==> src/rtl/moa_nxw_pipe_fa42_pkg.sv <==
// Shared sizing helpers for the multi-operand 4:2 adder: tree depth, widths and
// pipeline latency, used by the RTL and by anything that needs to predict its timing.
package moa_nxw_pipe_fa42_pkg;

  function automatic int clog2(input int v);
    int r;
    r = 0;
    while ((1 << r) < v) r++;
    return r;
  endfunction

  // Compressor levels needed to bring N rows down to 2.
  function automatic int lvl_of(input int n);
    return clog2(n) - 1;
  endfunction

  function automatic int tree_w(input int n, input int w);
    return w + clog2(n);
  endfunction

  // A register follows every re-th level and always the last one.
  function automatic bit reg_after(input int l, input int lvl, input int re);
    return ((l % re) == 0) || (l == lvl);
  endfunction

  // Accept edge to output register, counting the accept edge as the first advance.
  function automatic int lat_of(input int n, input int re);
    return (lvl_of(n) + re - 1) / re + 1;
  endfunction

endpackage

==> src/rtl/moa_nxw_pipe_fa42_fa42_row.sv <==
// Combinational row of 4:2 compressors: four WIDTH-bit rows in, a sum row and a
// carry row out, each one bit wider, with a+b+c+d == s+cy exactly.
module fa42_row
  import moa_nxw_pipe_fa42_pkg::*;
#(
  parameter int WIDTH = 8
) (
  input  logic [WIDTH-1:0] a,
  input  logic [WIDTH-1:0] b,
  input  logic [WIDTH-1:0] c,
  input  logic [WIDTH-1:0] d,
  output logic [WIDTH:0]   s,
  output logic [WIDTH:0]   cy
);

  logic [WIDTH-1:0] s1;
  logic [WIDTH-1:0] co;
  logic [WIDTH-1:0] ci;
  logic [WIDTH-1:0] s2;
  logic [WIDTH-1:0] c2;

  // The lateral carry depends only on a,b,c, so nothing ripples across the row.
  assign s1 = a ^ b ^ c;
  assign co = (a & b) | (a & c) | (b & c);
  assign ci = co << 1;
  assign s2 = s1 ^ d ^ ci;
  assign c2 = (s1 & d) | (s1 & ci) | (d & ci);

  assign s  = {co[WIDTH-1], s2};
  assign cy = {c2, 1'b0};

endmodule

==> src/rtl/moa_nxw_pipe_fa42.sv <==
// Pipelined N-operand unsigned adder: 4:2 compressor tree, final CPA, and an output
// stage with valid/ready backpressure and per-burst accumulation.
module moa_nxw_pipe_fa42
  import moa_nxw_pipe_fa42_pkg::*;
#(
  parameter int N         = 8,
  parameter int W         = 8,
  parameter int REG_EVERY = 1,
  parameter int ACC_X     = 8,
  localparam int SUM_W    = W + clog2(N) + ACC_X
) (
  input  logic               clk,
  input  logic               rst_n,
  input  logic [N*W-1:0]     x_flat,
  input  logic               in_valid,
  output logic               in_ready,
  input  logic               in_acc,
  input  logic               in_last,
  output logic [SUM_W-1:0]   sum,
  output logic               out_valid,
  input  logic               out_ready
);

  localparam int LVL    = lvl_of(N);
  localparam int TREE_W = tree_w(N, W);

  logic adv;
  assign adv      = !out_valid | out_ready;
  assign in_ready = adv;

  for (genvar l = 0; l <= LVL; l++) begin : g_lvl
    logic [TREE_W-1:0] rows [N];
    logic              vld;
    logic              acc;
    logic              last;

    if (l == 0) begin : g_in
      for (genvar j = 0; j < N; j++) begin : g_op
        assign rows[j] = TREE_W'(x_flat[j*W +: W]);
      end
      assign vld  = in_valid;
      assign acc  = in_acc;
      assign last = in_acc & in_last;
    end else begin : g_cmp
      localparam int CW = W + l - 1;
      localparam int NR = N >> l;
      logic [TREE_W-1:0] nxt [N];

      // Output rows 2g/2g+1 come from input rows 4g..4g+3; unused lanes stay zero.
      for (genvar j = 0; j < N; j++) begin : g_row
        if (j < NR && (j % 2) == 0) begin : g_cell
          logic [CW:0] s;
          logic [CW:0] cy;
          fa42_row #(.WIDTH(CW)) u_row (
            .a  (g_lvl[l-1].rows[2*j][CW-1:0]),
            .b  (g_lvl[l-1].rows[2*j+1][CW-1:0]),
            .c  (g_lvl[l-1].rows[2*j+2][CW-1:0]),
            .d  (g_lvl[l-1].rows[2*j+3][CW-1:0]),
            .s  (s),
            .cy (cy)
          );
          assign nxt[j]   = TREE_W'(s);
          assign nxt[j+1] = TREE_W'(cy);
        end else if (j >= NR) begin : g_pad
          assign nxt[j] = '0;
        end
      end

      if (reg_after(l, LVL, REG_EVERY)) begin : g_reg
        always_ff @(posedge clk or negedge rst_n) begin
          if (!rst_n) begin
            vld  <= 1'b0;
            acc  <= 1'b0;
            last <= 1'b0;
            for (int j = 0; j < N; j++) rows[j] <= '0;
          end else if (adv) begin
            vld  <= g_lvl[l-1].vld;
            acc  <= g_lvl[l-1].acc;
            last <= g_lvl[l-1].last;
            for (int j = 0; j < N; j++) rows[j] <= nxt[j];
          end
        end
      end else begin : g_wire
        assign rows = nxt;
        assign vld  = g_lvl[l-1].vld;
        assign acc  = g_lvl[l-1].acc;
        assign last = g_lvl[l-1].last;
      end
    end
  end

  logic [TREE_W-1:0] tree_sum;
  logic [SUM_W-1:0]  tree_ext;
  logic [SUM_W-1:0]  acc_reg;
  logic [SUM_W-1:0]  base;
  logic              acc_active;

  assign tree_sum = g_lvl[LVL].rows[0] + g_lvl[LVL].rows[1];
  assign tree_ext = SUM_W'(tree_sum);
  assign base     = acc_active ? acc_reg : '0;

  always_ff @(posedge clk or negedge rst_n) begin
    if (!rst_n) begin
      sum        <= '0;
      out_valid  <= 1'b0;
      acc_reg    <= '0;
      acc_active <= 1'b0;
    end else if (adv) begin
      out_valid <= 1'b0;
      if (g_lvl[LVL].vld) begin
        if (!g_lvl[LVL].acc) begin
          sum       <= tree_ext;
          out_valid <= 1'b1;
        end else if (!g_lvl[LVL].last) begin
          acc_reg    <= base + tree_ext;
          acc_active <= 1'b1;
        end else begin
          sum        <= base + tree_ext;
          out_valid  <= 1'b1;
          acc_reg    <= '0;
          acc_active <= 1'b0;
        end
      end
    end
  end

endmodule

==> config.mk <==
export PLATFORM = sky130hd
export DESIGN_NAME = moa_nxw_pipe_fa42
export DESIGN_NICKNAME = d
export VERILOG_FILES = /design/src/rtl/moa_nxw_pipe_fa42_pkg.sv /design/src/rtl/moa_nxw_pipe_fa42_fa42_row.sv /design/src/rtl/moa_nxw_pipe_fa42.sv
export SDC_FILE = /design/constraint.sdc
export NUM_CORES = 1
export LEC_CHECK = 0
export ABC_AREA = 1
export CAP_MARGIN = 20
export CORE_MARGIN = 2
export CORE_UTILIZATION = 45
export CTS_BUF_LIST = sky130_fd_sc_hd__clkbuf_4 sky130_fd_sc_hd__clkbuf_8
export DETAILED_ROUTE_END_ITERATION = 6
export PLACE_DENSITY = 0.76
export SETUP_SLACK_MARGIN = 0.5
export SYNTH_ARGS = -nofsm -noshare
export SYNTH_HDL_FRONTEND = slang
export SYNTH_SLANG_ARGS = --single-unit
==> constraint.sdc <==
create_clock -name clk -period 2.8 [get_ports clk]
set_clock_uncertainty 0.15 [all_clocks]
set_input_delay 0.28 -clock clk [delete_from_list [all_inputs] [get_ports clk]]
set_output_delay 0.28 -clock clk [all_outputs]
set_load 0.005 [all_outputs]
==> impl_metrics.toml <==
[setup_path]
cp.required_ns = 2.93
arrival_ns = 3.03
reg2reg_depth = 18
worstSetupStartpointType = "flip-flop"
critical_path_buf_inv_count = 3
path_class = "reg2reg"
rrSetupSlack_ns = -0.11
r2r_start = "g_lvl[2].rows[79]"
critPathSlowestCell = "dfrtp_1"
timing.rr.end = "sum[15]"
cp_cell_sequence = "ha_2, inv_2, fa_2, nand3b_1, nand2_2, buf_6, xnor2_4, inv_2, ha_4, nand2_4, nor2_2, nand2_1, nand2_2, nand2_2, nand2_2, nand3_2, nand3_1, nand2_1"
path_common_cell = "nand2_2"
path_max_fanout = 4
end_kind = "flip-flop"
max_stage_delay_ns = 0.37
cp_top_family = "simple AND/OR/NAND/NOR gates"

[synth]
yosys.cell_types.count = 31
synth_simple_gate_area_share_pct = 28.27
synth_top_family_by_area = "simple AND/OR/NAND/NOR gates"
synth_compound_area_share_pct = 3.898
syn_inst = 745
yosysWarningCount = 0
ys.flop_type = "dfrtp_1"
ys_seq_elements = 98
yosysTopAreaCell = "dfrtp_1"
synthAdderAreaFrac_pct = 19.85
muxShareOfSynthArea_pct = 0
synth-async-reset-ratio_pct = 100.0
synth_xor_area_share_pct = 1.406
yosysSeqAreaShare_pct = 39.38
synth-edff-count = 0
synth.most_common_cell = "nand2_1"
syn_area_mm2 = 0.006227
syn_nets = 885
synth_area_leaders = "dfrtp_1 39%, nand2_1 18%, fa_1 15%"
synthTopCellsByCount = "305 x nand2_1, 98 x dfrtp_1, 81 x inv_1"
yosysTopAreaCellShare_pct = 39.38
syn_avg_cell_area_um2 = 8.359

[final_layout]
fillers = 1116
drive_gt1_share_pct = 21.93
area_growth_pct = 32.07
largest_register_ffs = 52
diodes = 0
nNetsFinal = 998
post-route-util_pct = 61.37

[job]
cap_viol_max_count = 0

[status]
status = "finished with violations"
violations = "negative setup slack"

[floorplan]
core_mm2 = 0.01340
dieArea_mm2 = 0.01480
pin_count = 91
rows = 42
start_util_pct = 46.47
die_x_um = 121.6
die-height_um = 121.6

[clock_tree]
numCtsBuffers = 9
htreeDepth = 3
clk_pin_slew_ns = 0.09
clk_latency_ns = 0.38
cts_tree = "yes"
cts_root_buffer = "clkbuf_8"
clk_path_buf_depth = 2
cts_sinks = 98

[sta]
fin_tns_setup_ns = -0.6485
finalSetupViolCount = 15
fmax_mhz = 344.2
period_minus_slack_ns = 2.905
final_hold_viol_count = 0
slew_headroom_pct = 61.85
slew_violations = 0
tightest_slew_ns = 0.5722
setup_slack_ns = -0.1052
rsz0062_at_grt = "true"
finalCritPeriodShare_pct = 103.8

[drt]
routedWlPerCell_um = 14.49
vias = 5314
drt_iter0_markers = 345
ant_nets = 0
dr.pass1.iters = 6
viasPerCell = 5.119
wl_um = 15040
drc = 0

[placement]
dp_slack_ns = -0.03309
gp_congestion = 0.8909
io_buffers = 90
hpwlAfterDp_um = 10240

[global_route]
grt_pass1_wl_um = 24700
grt_overflow = 0
grt_max_degree = 60
grt_pass1_vias = 5449
antenna_found_initial = 0
grt_use_total_pct = 21.03

[power_and_ir_drop]
leakage_nw = 4.026
peakVddDrop_v = 0.0006739
power_mw = 10.97
power_density_mw_per_mm2 = 1334

[min_path]
hp-class = "in2async"
[worst max path at each step]
stage | from | endpoint | slack, ns | depth (start not counted)
after floorplan | g_lvl[2].rows[68] | sum[17] | 0.18 | 18
after global placement | g_lvl[2].rows[68] | sum[12] | -0.007 | 17
after detailed placement | g_lvl[2].rows[68] | acc_reg[12] | -0.03 | 17
after CTS | g_lvl[2].rows[68] | sum[13] | 0.01 | 17
after global routing | g_lvl[2].rows[79] | acc_reg[17] | -0.21 | 18
final | g_lvl[2].rows[79] | sum[15] | -0.11 | 18
[per-stage QoR]
| step | cell area [um^2] | std cells | hold slack (ns) |
|---|---|---|---|
| after floorplan | 6269 | 745 | -0.1656 |
| after global placement | 7367 | 1002 | 0.1550 |
| after detailed placement | 7367 | 1002 | 0.1629 |
| after CTS | 7983 | 1030 | 0.2844 |
| after global routing | 8224 | 1038 | 0.3016 |
| final | 8224 | 1038 | 0.2636 |
[layout by cell type, fill, tap and decap left out, types with 3 or more instances in the layout]
| cell | netlist | layout |
|---|---|---|
| nand3_1 | 54 | 31 |
| nand3_2 | 7 | 27 |
| clkbuf_8 | 0 | 9 |
| xnor2_1 | 8 | 3 |
| inv_1 | 81 | 68 |
| buf_4 | 3 | 27 |
| a21oi_1 | 10 | 3 |
| ha_2 | 0 | 3 |
| ha_1 | 22 | 9 |
| nand2_2 | 7 | 30 |
| nand3b_1 | 4 | 4 |
| nand2_4 | 0 | 8 |
| o211ai_1 | 3 | 3 |
| nand3_4 | 0 | 3 |
| dfrtp_1 | 98 | 98 |
| xnor2_4 | 0 | 3 |
| inv_2 | 11 | 24 |
| nor2_4 | 5 | 8 |
| ha_4 | 0 | 10 |
| a21oi_2 | 2 | 8 |
| o21ai_1 | 6 | 6 |
| o21ai_0 | 16 | 14 |
| fa_1 | 48 | 47 |
| clkdlybuf4s50_1 | 0 | 89 |
| nor2_2 | 7 | 9 |
| nand2_1 | 305 | 274 |
| nor2_1 | 16 | 11 |
| nand4_1 | 3 | 3 |
| buf_6 | 1 | 5 |
[logic make-up after synthesis]
kind of cell | Yosys count
AND/OR/NAND/NOR | 412
buffers and inverters | 112
flip-flops | 98
adder cells (fa/ha/maj) | 70
AO/OA/AOI/OAI | 43
XOR/XNOR | 10
[what timing repair did]
item                                    CTS  global route
setup buffers                            12             8
endpoints found under the setup margin   30            29
pin swaps                                29            36
gates resized for setup                  74            45
endpoints found under the hold margin    39             0
hold buffers                              1             0
[layout make-up]
type	count	area, um^2	area share (%)
clock buffer	11	138.9	1.689
clock inverter	4	28.78	0.3499
inverter	92	345.3	4.199
multi-input combinational	535	3879	47.16
sequential	98	2452	29.82
tap	176	220.2	2.678
timing repair buffer	122	1160	14.10
[layer usage]
layer	global-route usage, %	share of wire, %
met5	0	0
met4	5.819	3.7
met3	3.979	5.2
met2	37.68	51
met1	26.05	40
[power by group]
group | internal, mW | leakage, nW | switching [mW]
combinational | 3.49 | 2.73 | 4.29
sequential | 1.96 | 1.22 | 0.381
clock | 0.340 | 0.0826 | 0.514
Note: power is estimated with default switching activity, not from simulation.
